==> src/rtl/wb_reg_file_if.sv <==
// wb_reg_file_if: bundles the writeback, read-address and status signals of
// the register file.
//   master modport - pipeline side: drives writeback controls/data and read
//                    addresses, observes read data and commit status.
//   slave modport  - register file side: the mirror image.
// clk and startin are not part of the bundle; they stay plain module ports.
interface wb_reg_file_if;
    logic        WB_reg_write;
    logic        WB_mem_to_reg;
    logic [31:0] WB_mem_data;
    logic [31:0] WB_alu_result;
    logic [4:0]  WB_reg_dst_mux_out;
    logic [4:0]  ID_rs;
    logic [4:0]  ID_rt;
    logic [31:0] ID_read_data1;
    logic [31:0] ID_read_data2;
    logic [31:0] WB_write_data;
    logic [7:0]  wb_commit_count;
    logic [4:0]  last_wb_reg;
    logic [31:0] last_wb_data;

    modport master (
        output WB_reg_write, WB_mem_to_reg, WB_mem_data, WB_alu_result,
               WB_reg_dst_mux_out, ID_rs, ID_rt,
        input  ID_read_data1, ID_read_data2, WB_write_data,
               wb_commit_count, last_wb_reg, last_wb_data
    );

    modport slave (
        input  WB_reg_write, WB_mem_to_reg, WB_mem_data, WB_alu_result,
               WB_reg_dst_mux_out, ID_rs, ID_rt,
        output ID_read_data1, ID_read_data2, WB_write_data,
               wb_commit_count, last_wb_reg, last_wb_data
    );
endinterface

==> src/rtl/wb_reg_file.sv <==
// wb_reg_file: 32 x 32-bit register file with a writeback source mux,
// two asynchronous read ports and write-through bypass, plus commit
// bookkeeping (commit counter, last destination and data).
// Ports:
//   clk     - rising-edge clock
//   startin - synchronous active-high reset: clears storage and status
//   bus     - wb_reg_file_if.slave: writeback inputs, read addresses,
//             read data, writeback value and commit status outputs
module wb_reg_file (
    input  logic              clk,
    input  logic              startin,
    wb_reg_file_if.slave      bus
);

    logic [31:0] regs_q [32];
    logic [31:0] regs_d [32];
    logic [7:0]  count_q, count_d;
    logic [4:0]  last_reg_q, last_reg_d;
    logic [31:0] last_data_q, last_data_d;

    logic [31:0] write_data;
    logic        commit;
    logic [31:0] rd1, rd2;

    always_comb begin
        write_data = bus.WB_mem_to_reg ? bus.WB_mem_data : bus.WB_alu_result;
        // A write during reset is lost, so it must neither commit nor bypass.
        commit     = !startin && bus.WB_reg_write && (bus.WB_reg_dst_mux_out != 5'd0);
    end

    always_comb begin
        regs_d      = regs_q;
        count_d     = count_q;
        last_reg_d  = last_reg_q;
        last_data_d = last_data_q;
        if (commit) begin
            regs_d[bus.WB_reg_dst_mux_out] = write_data;
            count_d     = count_q + 8'd1;
            last_reg_d  = bus.WB_reg_dst_mux_out;
            last_data_d = write_data;
        end
        regs_d[0] = 32'd0;
    end

    always_ff @(posedge clk) begin
        if (startin) begin
            for (int i = 0; i < 32; i++) begin
                regs_q[i] <= 32'd0;
            end
            count_q     <= 8'd0;
            last_reg_q  <= 5'd0;
            last_data_q <= 32'd0;
        end else begin
            regs_q      <= regs_d;
            count_q     <= count_d;
            last_reg_q  <= last_reg_d;
            last_data_q <= last_data_d;
        end
    end

    // Address 0 is decoded to zero explicitly so r0 reads 0 even before the
    // first reset; commit already excludes index 0, so the bypass never hits it.
    always_comb begin
        rd1 = (bus.ID_rs == 5'd0) ? 32'd0 : regs_q[bus.ID_rs];
        rd2 = (bus.ID_rt == 5'd0) ? 32'd0 : regs_q[bus.ID_rt];
        if (commit && (bus.ID_rs == bus.WB_reg_dst_mux_out)) begin
            rd1 = write_data;
        end
        if (commit && (bus.ID_rt == bus.WB_reg_dst_mux_out)) begin
            rd2 = write_data;
        end
    end

    always_comb begin
        bus.ID_read_data1   = rd1;
        bus.ID_read_data2   = rd2;
        bus.WB_write_data   = write_data;
        bus.wb_commit_count = count_q;
        bus.last_wb_reg     = last_reg_q;
        bus.last_wb_data    = last_data_q;
    end

endmodule

==> src/flat_wrapper.sv <==
// flat-port wrapper written by rule: the top's interface ports become plain ports
module wb_reg_file_flat 
  (clk, startin, bus_WB_reg_write, bus_WB_mem_to_reg, bus_WB_mem_data, bus_WB_alu_result, bus_WB_reg_dst_mux_out, bus_ID_rs, bus_ID_rt, bus_ID_read_data1, bus_ID_read_data2, bus_WB_write_data, bus_wb_commit_count, bus_last_wb_reg, bus_last_wb_data);
  wb_reg_file_if bus_i ();
  input  logic clk;
  input  logic startin;
  input wire logic [$bits(bus_i.WB_reg_write)-1:0] bus_WB_reg_write;
  input wire logic [$bits(bus_i.WB_mem_to_reg)-1:0] bus_WB_mem_to_reg;
  input wire logic [$bits(bus_i.WB_mem_data)-1:0] bus_WB_mem_data;
  input wire logic [$bits(bus_i.WB_alu_result)-1:0] bus_WB_alu_result;
  input wire logic [$bits(bus_i.WB_reg_dst_mux_out)-1:0] bus_WB_reg_dst_mux_out;
  input wire logic [$bits(bus_i.ID_rs)-1:0] bus_ID_rs;
  input wire logic [$bits(bus_i.ID_rt)-1:0] bus_ID_rt;
  output wire logic [$bits(bus_i.ID_read_data1)-1:0] bus_ID_read_data1;
  output wire logic [$bits(bus_i.ID_read_data2)-1:0] bus_ID_read_data2;
  output wire logic [$bits(bus_i.WB_write_data)-1:0] bus_WB_write_data;
  output wire logic [$bits(bus_i.wb_commit_count)-1:0] bus_wb_commit_count;
  output wire logic [$bits(bus_i.last_wb_reg)-1:0] bus_last_wb_reg;
  output wire logic [$bits(bus_i.last_wb_data)-1:0] bus_last_wb_data;
  assign bus_i.WB_reg_write = bus_WB_reg_write;
  assign bus_i.WB_mem_to_reg = bus_WB_mem_to_reg;
  assign bus_i.WB_mem_data = bus_WB_mem_data;
  assign bus_i.WB_alu_result = bus_WB_alu_result;
  assign bus_i.WB_reg_dst_mux_out = bus_WB_reg_dst_mux_out;
  assign bus_i.ID_rs = bus_ID_rs;
  assign bus_i.ID_rt = bus_ID_rt;
  assign bus_ID_read_data1 = bus_i.ID_read_data1;
  assign bus_ID_read_data2 = bus_i.ID_read_data2;
  assign bus_WB_write_data = bus_i.WB_write_data;
  assign bus_wb_commit_count = bus_i.wb_commit_count;
  assign bus_last_wb_reg = bus_i.last_wb_reg;
  assign bus_last_wb_data = bus_i.last_wb_data;
  wb_reg_file u_core (.clk(clk), .startin(startin), .bus(bus_i));
endmodule
==> config.mk <==
export PLATFORM = sky130hd
export DESIGN_NAME = wb_reg_file_flat
export DESIGN_NICKNAME = d
export VERILOG_FILES = /design/src/rtl/wb_reg_file_if.sv /design/src/rtl/wb_reg_file.sv /design/src/flat_wrapper.sv
export SDC_FILE = /design/constraint.sdc
export NUM_CORES = 2
export LEC_CHECK = 0
export CAP_MARGIN = 20
export CORE_ASPECT_RATIO = 0.75
export CORE_MARGIN = 2
export CORE_UTILIZATION = 45
export DETAILED_ROUTE_END_ITERATION = 7
export PLACE_DENSITY = 0.6
export SETUP_SLACK_MARGIN = 0.02
export SYNTH_ARGS = -nofsm -noshare
export SYNTH_HDL_FRONTEND = slang
export SYNTH_SLANG_ARGS = --single-unit
==> constraint.sdc <==
create_clock -name clk -period 3.7 [get_ports clk]
set_input_delay 0.74 -clock clk [delete_from_list [all_inputs] [get_ports clk]]
set_output_delay 0.74 -clock clk [all_outputs]
set_load 0.005 [all_outputs]
# Word level (Yosys, flattened, before mapping)
# Index checks and enable logic that the tools add are counted.
# W data, S select, Z words.
# totals
regBits	1037
out_inout_bits	141
elab_cells	67
in_bits	83
# classes
magnitude_cmp	4
addsub	1
n_mux	14
n_reduce_logical	9
n_eq_ne	2
bitwise_logic	3
# ops
operator	count
$bwmux W1024	1
$bmux W32 S5	2
$mux W32	10
$demux W32 S5	1
$ge A6 B6 Y1 const B	3
$not A5 Y6	3
$eq A5 B5 Y1	2
$logic_not A5 Y1	2
$add A8 B1 Y8 const B	1
$lt A6 B1 Y1 const B	1
$logic_and A1 B1 Y1	5
$reduce_bool A5 Y1	1
$logic_not A1 Y1	1

# Logic depth before layout (Yosys ltp)
# logic_depth
depth_word	6
mapped_depth	11
depth_no_buf	5

# Worst setup path after synthesis
# No wires, ideal clock.
# synth_timing
path_type	input-to-output
from	input port bus_ID_rt[0]
to	output port bus_ID_read_data2[12]
stages	8
t_arrival_ns	2.427
n_path_buf	3
path_slack_ns	0.533
required_ns	2.960
path_cell_list	buf_2 buf_2 buf_2 mux4_2 mux2i_1 mux2i_1 a32oi_1 o21ai_0
# synth_between
elab_chain_cells	6
word_cells_on_any_way	9
classes_between	eq/ne: 1; mux: 5; bitwise: 1; reduce/logical: 2
# synth_rtl
element	line_no	rtl
start: declaration	flat_wrapper.sv:13	input wire logic [$bits(bus_i.ID_rt)-1:0] bus_ID_rt;
$not A5 Y6 (not written as such)	wb_reg_file.sv:65	rd2 = (bus.ID_rt == 5'd0) ? 32'd0 : regs_q[bus.ID_rt];
$bmux W32 S5	wb_reg_file.sv:65	
$mux W32 (not written as such) (2 in series)	wb_reg_file.sv:65	
$mux W32	wb_reg_file.sv:65	
$mux W32 (*)	wb_reg_file.sv:69	if (commit && (bus.ID_rt == bus.WB_reg_dst_mux_out)) begin
end: declaration	flat_wrapper.sv:15	output wire logic [$bits(bus_i.ID_read_data2)-1:0] bus_ID_read_data2;
# Every way passes the cells marked *; elsewhere a longest branch is shown, timed or not. The select of a mux whose other input is x is not followed.

# Worst setup path in the final report
# layout_timing
from	input port bus_ID_rt[0]
to	output port bus_ID_read_data2[17]
# The elaborated chain is that of the path after synthesis.

==> out/results.ini <==
[finish]
largest-register = u_core.regs_q
largest_reg_flops = 992
final_area_um2 = 65360
stdcell_count = 7048
seqCellArea_um2 = 20760
multi_input_area_um2 = 29530
synthToLayoutAreaGrowth_pct = 25.71
nNetsFinal = 5523
fillers = 9759
layout-drive-gt1-share_pct = 28.39

[synthesis]
async_reset_ff_share_pct = 0
synth_ff_type = dfxtp_1
postSynthCellCount = 5072
yosysSeqAreaShare_pct = 39.93
synthAdderAreaFrac_pct = 0.02406
synth_top_family_by_area = multiplexers
synth-xor-area-share_pct = 0.2864
ys_ff_latch = 1037
yosys.area_share.simple_pct = 10.57
syn_area_per_cell_um2 = 10.25
synthMuxAreaShare_pct = 23.53
yosysWarningCount = 0
ys_types = 68
ys_top_cells_by_count = nor2_1 (1098), dfxtp_1 (1037), a211oi_1 (1036)
synth_compound_area_share_pct = 19.86
synth_top_area_share_pct = 39.93
synth_nets = 5156
synthTopCellsByArea = dfxtp_1 (40%), mux4_2 (19%), a211oi_1 (15%)
synth_edf_count = 0
synth_area_um2 = 51990
synth_most_common_cell = nor2_1
yosysTopAreaCell = dfxtp_1

[sta]
finClkSkew_ns = 0.008565
fin_crit_ns = 3.793
timing.slew.headroom_pct = 24.23
finalSetupViolCount = 13
hold_viol_final = 0
slew_viol_final = 0
setup_slack_ns = -0.09261
finalSetupTns_ns = -0.3079
tightest_slew_ns = 1.137
period_share_pct = 102.5
fmax_mhz = 263.7
rsz0062_at_grt = true
hold_ws_ns = 0.4052

[floorplan]
initial_core_util_pct = 45.58
die_h_um = 298.4
die_area_um2 = 118300
fp.coreArea_um2 = 114100
row_count = 107
die_x_um = 396.5
ios = 224

[setup_path]
critical_path_required_ns = 2.96
reg2reg_depth = 5
worst-path-stages = 12
r2r_slack_ns = 2.42
worstPathArrival_ns = 3.05
start_kind = input port
endpoint_kind = primary output
crit_type = in -> out
crit_buf_inv = 7
slowest_stage = or4_4
crit_chain = buf_16 -> buf_16 -> buf_12 -> buf_12 -> xnor2_4 -> nand3_2 -> or4_4 -> buf_12 -> buf_16 -> a32oi_4 -> o21ai_1 -> buf_2
cpPeakStageDelay_ns = 0.57
cp_max_fo = 6
cp_top_family = buffers and inverters

[grt]
grt_pass1_vias = 42890
grt_usage_pct = 35.47
grt_first_pass_wirelength_um = 309800
grt_start_max_net_pins = 213
antenna_found_initial = 9
overflow = 0

[outcome]
violations = setup timing
outcome = finished with violations

[clock_tree]
cts_root_buf = clkbuf_16
cts.clk_slew.worst_paths_ns = 0.07
insertion_delay_ns = 0.74
htree_levels = 3
cts_tree = built
cts.path.max_buffers = 3
cts.sinks = 1037
numCtsBuffers = 105

[placed_design]
port_buffers = 223
dp_cells = 6778
post-place-ws_ns = -0.8188
gp_congestion = 0.9643
dp.final_hpwl_um = 144800
place_area_um2 = 59920

[power_and_ir_drop]
power_leakage_nw = 21.96
peakVddDrop_uv = 352.8
power-per-cell-area_nw_per_um2 = 399.0

[detailed_routing]
antenna_left = 0
drc_errors = 0
drtPass1Iterations = 6
via_per_inst = 6.570
wl_um = 214900
vias = 46300
initialDrtViolationCount = 6567
post_drt_wl_per_cell_um = 30.49

[worst_hold_path]
hp-class = in -> reg
min_path_cells = 3

[run]
maxCapViolCount = 0

[final timing paths]
path,start,to
setup / recovery,bus_ID_rt[0],bus_ID_read_data2[17]
hold reg to reg,u_core.bus.last_wb_reg[1],u_core.bus.last_wb_reg[1]
setup reg to reg,u_core.bus.wb_commit_count[0],u_core.bus.wb_commit_count[6]
hold / removal,bus_WB_reg_dst_mux_out[3],u_core.bus.last_wb_reg[3]
[per-stage QoR]
stage | total power [mW] | util [%]
2_1_floorplan | 13.09 | -
3_3_place_gp | 14.78 | 52.53
3_5_place_dp | 14.78 | 52.53
4_1_cts | 25.98 | 56.63
5_1_grt | 26.71 | 57.29
6_report | 26.08 | 57.30
[area by class of cell]
cell class / instances / share of cell area [%]
multi-input combinational: 3379 / 45.18
sequential: 1037 / 31.76
timing repair buffer: 883 / 14.45
clock buffer: 145 / 4.663
tap: 1526 / 2.921
clock inverter: 39 / 0.8155
inverter: 33 / 0.1895
antenna: 6 / 0.02297
[per-layer routing]
metal  up-vias  global-route usage, %  part of all wire, %
met5         -                      0                0.032
met1     22890                  50.93                   42
met3       461                  12.24                   14
met4        10                  13.78                  4.1
met2      2835                  48.63                   40
li1      20110                      -                    -
[power by group]
group          internal (mW)  total, mW  leakage [nW]  switching, mW
logic                   1.43       3.47          11.8           2.04
registers               11.3       11.4          8.37         0.0797
clock network           6.40       11.3          1.76           4.86
[kinds of logic (layout without fill, tap and decap cells)]
kind of cell / after synthesis / after routing
multiplexers: 654 / 654
other: 0 / 6
adder cells (fa/ha/maj): 1 / 1
XOR/XNOR: 17 / 17
buffers and inverters: 656 / 1100
AO/OA/AOI/OAI: 1378 / 1378
AND/OR/NAND/NOR: 1329 / 1329
flip-flops: 1037 / 1037
[cells in the final DEF (no fill, tap or decap), types with 33 or more instances in the layout]
cell type | netlist | routed
buf_6 | 21 | 37
nor2_4 | 4 | 33
a221oi_1 | 39 | 36
mux2_2 | 67 | 67
mux4_2 | 430 | 434
buf_12 | 5 | 146
mux2i_1 | 143 | 101
nand2_1 | 50 | 48
buf_4 | 14 | 454
nor2_1 | 1098 | 1095
clkbuf_16 | 0 | 108
o21ai_1 | 2 | 36
a211oi_1 | 1036 | 1029
dfxtp_1 | 1037 | 1037
a22oi_1 | 62 | 55
clkdlybuf4s50_1 | 0 | 143
nor2b_1 | 47 | 38
mux2i_4 | 0 | 34
[worst register-to-register path: cells and delay by family (launching register included)]
family / cells / cell delay, ns
flip-flops: 1 / 0.43
AND/OR/NAND/NOR: 3 / 0.33
XOR/XNOR: 1 / 0.17
adder cells (fa/ha/maj): 1 / 0.22
[what timing repair did]
action,in CTS,in global routing
resized for setup,254,156
gates cloned,8,3
setup buffers,42,30
endpoints found under the setup margin,64,52
pin swaps,25,35
hold buffers,0,0
Power figures use the tool's default switching activity.
==> edit, RTL diff (same settings) <==
Register the input `startin` before use. The logic sees it one clock later. The other inputs are not delayed to match.
--- a/src/rtl/wb_reg_file.sv
+++ b/src/rtl/wb_reg_file.sv
@@ -13,4 +13,10 @@
 );
 
+    logic startin_q;
+
+    always_ff @(posedge clk) begin
+        startin_q <= startin;
+    end
+
     logic [31:0] regs_q [32];
     logic [31:0] regs_d [32];
@@ -26,5 +32,5 @@
         write_data = bus.WB_mem_to_reg ? bus.WB_mem_data : bus.WB_alu_result;
         // A write during reset is lost, so it must neither commit nor bypass.
-        commit     = !startin && bus.WB_reg_write && (bus.WB_reg_dst_mux_out != 5'd0);
+        commit     = !startin_q && bus.WB_reg_write && (bus.WB_reg_dst_mux_out != 5'd0);
     end
 
@@ -44,5 +50,5 @@
 
     always_ff @(posedge clk) begin
-        if (startin) begin
+        if (startin_q) begin
             for (int i = 0; i < 32; i++) begin
                 regs_q[i] <= 32'd0;
Check against the original RTL: not settled (the Yosys comparison gave no result); the edit may change what the design does.
==> edit against the unedited design <==
  * Routed wire length is 1.3% lower
  * Non-clock buffer count up 8
  * Synthesized cell count about the same
  * The flow still finishes with violations (negative setup slack)
  * Sequential cell count grew 1
  * Count of clock-buffer cells in the layout rose by 8
  * Synthesized area is essentially flat
  * Final cell count rose by 0.30%
  * Sequential power about the same
  * Worst setup slack improved by 0.050 ns
  * Total power is essentially flat
  * First-iteration DRC count increased by 2.5%
  * Cell area about the same
  * Utilization hardly changed
==> edit: results <==
set metrics [dict create \
    path_max_fanout 12 \
    skew_ns 0.0224 \
    placedCellCount 6791 \
    grt_pass1_vias 42900 \
    tightest_slew_ns 1.19 \
    cpPeakStageDelay_ns 0.68 \
    fin_ws_ns -0.0427 \
    setup_viol 1 \
    synth_commonest_cells "1,098 x nor2_1, 1,038 x dfxtp_1, 1,036 x a211oi_1, 430 x mux4_2, 391 x clkbuf_1" \
    antenna_found_initial 15 \
    status "finished with violations" \
    pre_cts_slack_ns -0.790 \
    layout-drive-gt1-share 0.284 \
    violations "negative setup slack" \
    fill_cells 9723 \
    drt_wl_total_um 212000 \
    syn_nets 5157 \
    place_congestion 0.986 \
    grt.total_usage 0.351 \
    final_nets 5532 \
    dp_hpwl_um 143000 \
    tns_ns -0.0427 \
    ir_worst_vdd_mv 0.395 \
    hold_slack_ns 0.436 \
    yosys-top-cells-area "dfxtp_1 40%, mux4_2 19%, a211oi_1 15%" \
    grt_pass1_wl_um 308000 \
    power.static_leakage_uw 0.0219 \
    dr.pass1.iters 7 \
]
[edit: logic make-up after synthesis]
kind of cell    share of synthesized area
flops                               0.400
simple gates                        0.106
fa+ha+maj                        0.000241
compound gates                      0.199
mux                                 0.235
buf+inv                            0.0579
xor+xnor                          0.00286
[edit: layout make-up]
class                      instances  area [um2]  area share
multi-input combinational       3380       29500       0.452
antenna                            8        20.0    0.000306
inverter                          33         124     0.00190
tap                             1526        1910      0.0292
timing repair buffer             891        9410       0.144
sequential                      1038       20800       0.318
clock inverter                    40         523     0.00800
clock buffer                     153        3040      0.0465
[edit: report_power, final]
group          total (uW)  internal, uW  leakage [uW]  switching (uW)
logic                3470          1420        0.0118            2050
clock network       11200          6410       0.00175            4810
registers           11400         11300       0.00838            82.1
[edit: repair_timing]
action                     4_1_cts  5_1_grt
resized for setup              342       66
pin swaps                       37       29
hold endpoints to repair         0        0
buffers inserted                60       12
cloned                          10        0
setup endpoints to repair       64       49
[edit: routing by layer]
metal,up-vias,global-route usage,wire length [um]
met3,431,0.127,30700
met2,2974,0.488,86800
li1,20100,-,-
met1,22700,0.498,86300
met5,-,0,98
met4,14,0.124,8250
[edit: worst paths after layout]
| kind | endpoint | cells after the start | start |
|---|---|---|---|
| max | bus_ID_read_data2[30] | 9 | bus_ID_rt[3] |
| min | u_core.bus.last_wb_reg[3]$_SDFFE_PP0P_ | 3 | bus_WB_reg_dst_mux_out[3] |
| max reg2reg | u_core.regs_q[161]$_SDFFE_PP0P_ | 5 | u_core.startin_q$_DFF_P_ |
| min reg2reg | u_core.bus.last_wb_reg[3]$_SDFFE_PP0P_ | 2 | u_core.bus.last_wb_reg[3]$_SDFFE_PP0P_ |
